===== config.mk =====
export PLATFORM = sky130hd
export DESIGN_NAME = cpu_control_unit_flat
export DESIGN_NICKNAME = d
export VERILOG_FILES = /design/src/rtl/cpu_control_unit_if.sv /design/src/rtl/cpu_control_unit.sv /design/src/flat_wrapper.sv
export SDC_FILE = /design/constraint.sdc
export NUM_CORES = 1
export LEC_CHECK = 0
export ABC_AREA = 1
export ABC_CLOCK_PERIOD_IN_PS = 3800
export CELL_PAD_IN_SITES_DETAIL_PLACEMENT = 1
export CELL_PAD_IN_SITES_GLOBAL_PLACEMENT = 2
export CORE_MARGIN = 4
export CORE_UTILIZATION = 26
export CTS_CLUSTER_DIAMETER = 60
export DETAILED_ROUTE_END_ITERATION = 10
export PLACE_DENSITY_LB_ADDON = 0.1
export SYNTH_ARGS = -nofsm -noshare
export SYNTH_HDL_FRONTEND = slang
export SYNTH_SLANG_ARGS = --single-unit
export TNS_END_PERCENT = 10

===== constraint.sdc =====
create_clock -name clk -period 3.8 [get_ports clk]
set_clock_uncertainty 0.2 [all_clocks]
set_input_delay 0.57 -clock clk [delete_from_list [all_inputs] [get_ports clk]]
set_output_delay 0.57 -clock clk [all_outputs]
set_load 0.01 [all_outputs]

===== src/rtl/cpu_control_unit_if.sv =====
// Instruction-fetch bus between the control unit (master) and instruction memory (slave).
interface cpu_control_unit_if #(
    parameter int unsigned ADDR_W = 8,
    parameter int unsigned INST_W = 32
);
    logic              mem_rd;
    logic [ADDR_W-1:0] mem_addr;
    logic              mem_valid;
    logic [INST_W-1:0] mem_rdata;

    modport master (output mem_rd, output mem_addr, input mem_valid, input mem_rdata);
    modport slave  (input mem_rd, input mem_addr, output mem_valid, output mem_rdata);
endinterface


===== src/rtl/cpu_control_unit.sv =====
// Fetch/execute sequencer with one-hot micro-step counter, halt and sticky fault states.
// Define CPU_CALL_STACK_EN to add a STACK_DEPTH-entry return-address stack for call/ret.
module cpu_control_unit #(
    parameter int unsigned ADDR_W      = 8,
    parameter int unsigned INST_W      = 32,
    parameter int unsigned STEPS       = 16,
    parameter int unsigned STACK_DEPTH = 4
) (
    input  logic                clk,
    input  logic                reset_n,
    cpu_control_unit_if.master  bus,
    input  logic                end_inst,
    input  logic                inst_condition,
    input  logic                jmp_inst,
    input  logic                call_inst,
    input  logic                ret_inst,
    input  logic                hlt_inst,
    input  logic [ADDR_W-1:0]   jmp_address,
    input  logic                resume,
    output logic [INST_W-1:0]   ir,
    output logic [STEPS-1:0]    steps,
    output logic [ADDR_W-1:0]   pc,
    output logic [1:0]          state,
    output logic                fault,
    output logic [1:0]          fault_code
);

    typedef enum logic [1:0] {StFetch = 2'd0, StExec = 2'd1, StHalt = 2'd2, StFault = 2'd3} state_e;

    state_e              state_q, state_d;
    logic [ADDR_W-1:0]   pc_q, pc_d, pc_inc;
    logic [INST_W-1:0]   ir_q, ir_d;
    logic [STEPS-1:0]    steps_q, steps_d;
    logic [1:0]          fault_code_q, fault_code_d;
    logic                retire;

    assign pc_inc = pc_q + ADDR_W'(1);
    assign retire = end_inst || !inst_condition;

`ifdef CPU_CALL_STACK_EN
    localparam int unsigned IDX_W = $clog2(STACK_DEPTH);
    localparam int unsigned SP_W  = IDX_W + 1;

    logic [SP_W-1:0]   sp_q, sp_d;
    logic [ADDR_W-1:0] stack_q [STACK_DEPTH];
    logic [IDX_W-1:0]  idx, top;
    logic              push;

    assign idx = sp_q[IDX_W-1:0];
    assign top = idx - IDX_W'(1);

    always_ff @(posedge clk) begin
        if (push) stack_q[idx] <= pc_inc;
    end
`else
    logic unused_ret;
    assign unused_ret = ret_inst;
`endif

    always_comb begin
        state_d      = state_q;
        pc_d         = pc_q;
        ir_d         = ir_q;
        steps_d      = steps_q;
        fault_code_d = fault_code_q;
`ifdef CPU_CALL_STACK_EN
        sp_d         = sp_q;
        push         = 1'b0;
`endif
        unique case (state_q)
            StFetch: begin
                if (bus.mem_valid) begin
                    ir_d    = bus.mem_rdata;
                    steps_d = STEPS'(1);
                    state_d = StExec;
                end
            end
            StExec: begin
                if (retire) begin
                    steps_d = '0;
                    state_d = hlt_inst ? StHalt : StFetch;
`ifdef CPU_CALL_STACK_EN
                    // Stack faults override the halt/fetch choice and leave pc alone.
                    if (ret_inst) begin
                        if (sp_q == '0) begin
                            state_d      = StFault;
                            fault_code_d = 2'd3;
                        end else begin
                            pc_d = stack_q[top];
                            sp_d = sp_q - SP_W'(1);
                        end
                    end else if (call_inst) begin
                        if (sp_q == SP_W'(STACK_DEPTH)) begin
                            state_d      = StFault;
                            fault_code_d = 2'd2;
                        end else begin
                            push = 1'b1;
                            sp_d = sp_q + SP_W'(1);
                            pc_d = jmp_address;
                        end
                    end else if (jmp_inst) begin
                        pc_d = jmp_address;
                    end else begin
                        pc_d = pc_inc;
                    end
`else
                    pc_d = (call_inst || jmp_inst) ? jmp_address : pc_inc;
`endif
                end else if (steps_q[STEPS-1]) begin
                    state_d      = StFault;
                    fault_code_d = 2'd1;
                end else begin
                    steps_d = steps_q << 1;
                end
            end
            StHalt: begin
                if (resume) state_d = StFetch;
            end
            default: ;
        endcase
    end

    always_ff @(posedge clk or negedge reset_n) begin
        if (!reset_n) begin
            state_q      <= StFetch;
            pc_q         <= '0;
            ir_q         <= '0;
            steps_q      <= '0;
            fault_code_q <= '0;
`ifdef CPU_CALL_STACK_EN
            sp_q         <= '0;
`endif
        end else begin
            state_q      <= state_d;
            pc_q         <= pc_d;
            ir_q         <= ir_d;
            steps_q      <= steps_d;
            fault_code_q <= fault_code_d;
`ifdef CPU_CALL_STACK_EN
            sp_q         <= sp_d;
`endif
        end
    end

    assign bus.mem_rd   = (state_q == StFetch);
    assign bus.mem_addr = pc_q;
    assign ir           = ir_q;
    assign steps        = steps_q;
    assign pc           = pc_q;
    assign state        = state_q;
    assign fault        = (state_q == StFault);
    assign fault_code   = fault_code_q;

endmodule

===== src/flat_wrapper.sv =====
// flat-port wrapper written by rule: the top's interface ports become plain ports
module cpu_control_unit_flat 
#(
    parameter int unsigned ADDR_W      = 8,
    parameter int unsigned INST_W      = 32,
    parameter int unsigned STEPS       = 16,
    parameter int unsigned STACK_DEPTH = 4
)
  (clk, reset_n, end_inst, inst_condition, jmp_inst, call_inst, ret_inst, hlt_inst, jmp_address, resume, ir, steps, pc, state, fault, fault_code, bus_mem_rd, bus_mem_addr, bus_mem_valid, bus_mem_rdata);
  cpu_control_unit_if #(.ADDR_W(ADDR_W), .INST_W(INST_W)) bus_i ();
  input  logic clk;
  input  logic reset_n;
  input  logic end_inst;
  input  logic inst_condition;
  input  logic jmp_inst;
  input  logic call_inst;
  input  logic ret_inst;
  input  logic hlt_inst;
  input  logic [ADDR_W-1:0] jmp_address;
  input  logic resume;
  output logic [INST_W-1:0] ir;
  output logic [STEPS-1:0] steps;
  output logic [ADDR_W-1:0] pc;
  output logic [1:0] state;
  output logic fault;
  output logic [1:0] fault_code;
  output wire logic [$bits(bus_i.mem_rd)-1:0] bus_mem_rd;
  output wire logic [$bits(bus_i.mem_addr)-1:0] bus_mem_addr;
  input wire logic [$bits(bus_i.mem_valid)-1:0] bus_mem_valid;
  input wire logic [$bits(bus_i.mem_rdata)-1:0] bus_mem_rdata;
  assign bus_mem_rd = bus_i.mem_rd;
  assign bus_mem_addr = bus_i.mem_addr;
  assign bus_i.mem_valid = bus_mem_valid;
  assign bus_i.mem_rdata = bus_mem_rdata;
  cpu_control_unit #(.ADDR_W(ADDR_W), .INST_W(INST_W), .STEPS(STEPS), .STACK_DEPTH(STACK_DEPTH)) u_core (.clk(clk), .reset_n(reset_n), .bus(bus_i), .end_inst(end_inst), .inst_condition(inst_condition), .jmp_inst(jmp_inst), .call_inst(call_inst), .ret_inst(ret_inst), .hlt_inst(hlt_inst), .jmp_address(jmp_address), .resume(resume), .ir(ir), .steps(steps), .pc(pc), .state(state), .fault(fault), .fault_code(fault_code));
endmodule

# Word level (Yosys, flattened, before mapping)
# Index checks and enable logic that the tools add are counted.
# totals
in_bits	50
elab_cells	38
out_inout_bits	70
regBits	59
# op_classes
n_reduce_logical	12
bitwise_logic	1
eq_ne	7
n_addsub	1
n_mux	11
# ops
operator	n
$mux 16	3
$pmux 16 s2	1
$mux 2	5
$add 8x1->8 const B	1
$mux 8	1
$pmux 2 s3	1
$reduce_and 2->1	3
$reduce_and 3->1	2
$eq 2x2->1 const B	2
$reduce_and 4->1	1
$ne 3x1->1 const B	1
$ne 3x3->1 const B	1
$reduce_bool 3->1	1
$eq 2x1->1 const B	1
$logic_not 2->1	1
$logic_or 1x1->1	2
$ne 2x1->1 const B	1
$ne 2x2->1 const B	1
$reduce_bool 2->1	1
$logic_not 1->1	1
$not 1->1	1

# Depth between registers and ports, before layout
# depth
word_depth	4
ltp_mapped	8
ltp_nobuf	7

# Least setup slack after synthesis
# Ideal clock, no wire load.
# synth_timing
kind	input to register
from	input port jmp_inst
to	register u_core.pc_q[2], in the netlist u_core.bus.mem_addr[2]
path_slack_ns	2.179
t_required_ns	3.476
path_buffers	1
path_stages	5
setup_ns	0.124
t_arrival_ns	1.297
path_cell_list	nor2_1 > buf_2 > nand3_1 > o21ai_0 > a21oi_2
# synth_via
elab_chain_len	2
# synth_lines
item	line_no	text
start, declared	flat_wrapper.sv:15	input logic jmp_inst;
$logic_or 1x1->1	cpu_control_unit.sv:107	pc_d = (call_inst || jmp_inst) ? jmp_address : pc_inc;
$mux 8	cpu_control_unit.sv:107	
end signal, assigned	cpu_control_unit.sv:135	pc_q <= pc_d;
end, declared	cpu_control_unit.sv:31	logic [ADDR_W-1:0] pc_q, pc_d, pc_inc;
# Every way passes these cells.
# A chain may end at the register's enable or synchronous reset.

# Worst setup path after layout
# layout_timing
from	register u_core.state_q[0], in the netlist u_core.state[0]
to	output port fault
# layout_via
elab_chain_len	1
# layout_lines
item	line_no	text
start, declared	cpu_control_unit.sv:30	state_e state_q, state_d;
start signal, assigned	cpu_control_unit.sv:125	state_q <= StFetch;
start signal, assigned	cpu_control_unit.sv:134	state_q <= state_d;
$eq 2x2->1	cpu_control_unit.sv:151	assign fault = (state_q == StFault);
end, declared	flat_wrapper.sv:25	output logic fault;
# Every way passes these cells.

==> results.cfg <==
[run_status]
status = completed

[worst_setup_path]
r2r_cells = 3
critical_path.top_delay_family = buffers and inverters
critical_path_buf_inv_count = 2
end_kind = primary output
crit_required_ns = 3.03
crit_arrival_ns = 1.55
slowest_stage = clkdlybuf4s50_1
cp_max_fo = 7
worstReg2RegEnd = u_core.ir[20]$_DFFE_PN0P_
path_cells = nand2_1 -> inv_1 -> clkdlybuf4s50_1
reg2reg_slack_ns = 1.87
critPathLaunchType = register
slowest_delay_ns = 0.54
r2r-start = u_core.state[0]$_DFFE_PN0P_
crit_type = register to primary output

[sta]
setup_viol = 0
timing.final.ws_setup_ns = 1.48
worstMarginPinSlew_ns = 0.788
period_minus_slack_ns = 2.32
fin_tns_setup_ns = 0
slew_violations = 0
slew_headroom_pct = 47.3
finalHoldViolCount = 0
whs_ns = 0.0899
period_share_pct = 61.2
rsz0062_at_grt = false
fmax_ghz = 0.430

[route]
route.vias.total = 2126
first_pass_iters = 6
ant_nets = 0
drcViolationCount = 0
wire_per_inst_um = 14.4
vias_per_cell = 4.18
finalWirelength_um = 7330
drt_iter0_markers = 62

[power]
power.internal_uw = 1960
peakVddDrop_mv = 0.285
p_comb_share_pct = 45.4
p_seq_share_pct = 35.5
p_per_area_nw_per_um2 = 738
power_uw = 2970
power.switching_uw = 1010
power_frac_clock_pct = 19.1
leakagePower_uw = 0.00178
power.share.switching_pct = 34.0

[clock_tree]
clock_latency_ns = 0.33
cts_buffers = 9
ctsHoldBuffers = 0
cts_sinks = 59
cts_tree = built
cts_resized = 0
h-tree-depth = 3
cts.clk_slew.worst_paths_ns = 0.07
post_cts_buffers = 0
clk_path_buf_depth = 2
clockRootBuffer = clkbuf_8

[finish]
multi_input_area_um2 = 932
fillers = 1110
fin_area_um2 = 4030
drive_gt1_share_pct = 16.2
syn_to_final_growth_pct = 54.1
final_nets = 422
seq_area_um2 = 1480
antenna_cells = 0

[synth]
synth_area_um2 = 2610
synth-seq-cells = 59
yosysWarnings = 0
syn_avg_cell_area_um2 = 10.2
synth_cells = 256
seq_area_frac_synth_pct = 56.5
syn_nets = 307
netlist-cell-type-count = 22

[global_routing]
track_usage_pct = 12.9
overflow = 0
grt_max_degree = 34
grt_pass1_wl_um = 11600
antenna_found_initial = 0
grt_pass1_vias = 2277

[floorplanning]
io_pins = 120
initial_core_util_pct = 26.7
dieArea_um2 = 11700
die_w_um = 108
row_count = 36
die_y_um = 108
fp.coreArea_um2 = 9770

[place]
port_buffers = 117
dp_slack_ns = 1.39
dpl_cell_area_um2 = 3830
hpwlAfterDp_um = 5500
place_congestion = 0.720

[flow_run]
cap_violations = 0

[hold_path]
hp-class = input port to asynchronous set/reset pin
## metal layers
metal	vias up	part of all wire, %	GRT usage [%]
li1	1042	-	-
met1	1001	42	15.1
met2	76	46	19.9
met3	7	11	7.22
met4	0	1.0	4.60
met5	-	0	0
## cells by family (layout without fill, tap and decap cells)
kind of cell	Yosys count	in the layout	synth area share (%)
and+or+nand+nor	106	106	16.6
DFF	59	59	56.5
buffers and inverters	34	154	7.81
muxes	32	32	13.8
AOI/OAI and AO/OA	22	22	4.36
adders and majority gates	1	1	0.479
other	1	1	0.144
xor gates and xnor gates	1	1	0.335
## power groups by stage
stage | Sequential (uW) | Combinational (uW) | Clock [uW]
2_1_floorplan | 1150 | 593 | 0
3_3_place_gp | 1050 | 1360 | 0
3_5_place_dp | 1070 | 1370 | 0
4_1_cts | 1060 | 1380 | 594
5_1_grt | 1100 | 1480 | 620
6_report | 1050 | 1350 | 567
## placed cells by master, fill, tap and decap left out, types with 2 or more instances in the layout
| cell type | synthesis | final |
|---|---|---|
| a21oi_1 | 6 | 6 |
| buf_4 | 10 | 3 |
| clkbuf_8 | 0 | 10 |
| clkdlybuf4s50_1 | 0 | 116 |
| clkinv_2 | 0 | 3 |
| dfrtp_1 | 59 | 59 |
| inv_1 | 15 | 15 |
| inv_2 | 2 | 2 |
| mux2_2 | 32 | 32 |
| nand2_1 | 69 | 69 |
| nand2_2 | 4 | 4 |
| nand3_1 | 8 | 8 |
| nor2_1 | 21 | 21 |
| nor2_2 | 2 | 2 |
| o21ai_0 | 14 | 14 |
## state kept, by name, summed over array words and instances (netlist names)
signal,cells
u_core.fault_code,1
u_core.state,2
u_core.bus.mem_addr,8
u_core.ir,32
u_core.steps,16
## stage by stage
step | std cells | util [%]
final | 509 | 41.2
after detailed placement | 493 | 39.2
after CTS | 509 | 41.2
after global routing | 509 | 41.2
after floorplan | 256 | -
after global placement | 493 | 39.2
## cell usage after synthesis (all sizes together)
master,instances,share of area (%)
nand2,73,11
dfrtp,59,57
mux2,32,14
nor2,24,3.9
inv,17,2.4
buf,16,5.2
o21ai,15,2.9
nand3,8,1.5
a21oi,7,1.5
clkinv,1,0.14
conb,1,0.14
ha,1,0.48
nand4,1,0.24
xor2,1,0.34
## how the worst max path moves through the flow
stage	from	to	slack, ns	depth (start not counted)
floorplan	jmp_inst	u_core.bus.mem_addr[2]$_DFFE_PN0P_	2.18	5
global placement	bus_mem_valid	u_core.ir[31]$_DFFE_PN0P_	1.41	3
detailed placement	bus_mem_valid	u_core.ir[20]$_DFFE_PN0P_	1.39	3
CTS	u_core.state[0]$_DFFE_PN0P_	fault	1.45	3
global route	u_core.state[0]$_DFFE_PN0P_	fault	1.34	3
finish	u_core.state[0]$_DFFE_PN0P_	fault	1.48	3
## layout make-up
cell class	instances	area share, %
timing repair buffer	120	29.5
tap	133	4.13
sequential	59	36.7
multi-input combinational	163	23.2
clock buffer	11	3.51
clock inverter	5	1.31
inverter	18	1.68
Power figures use the tool's default switching activity.
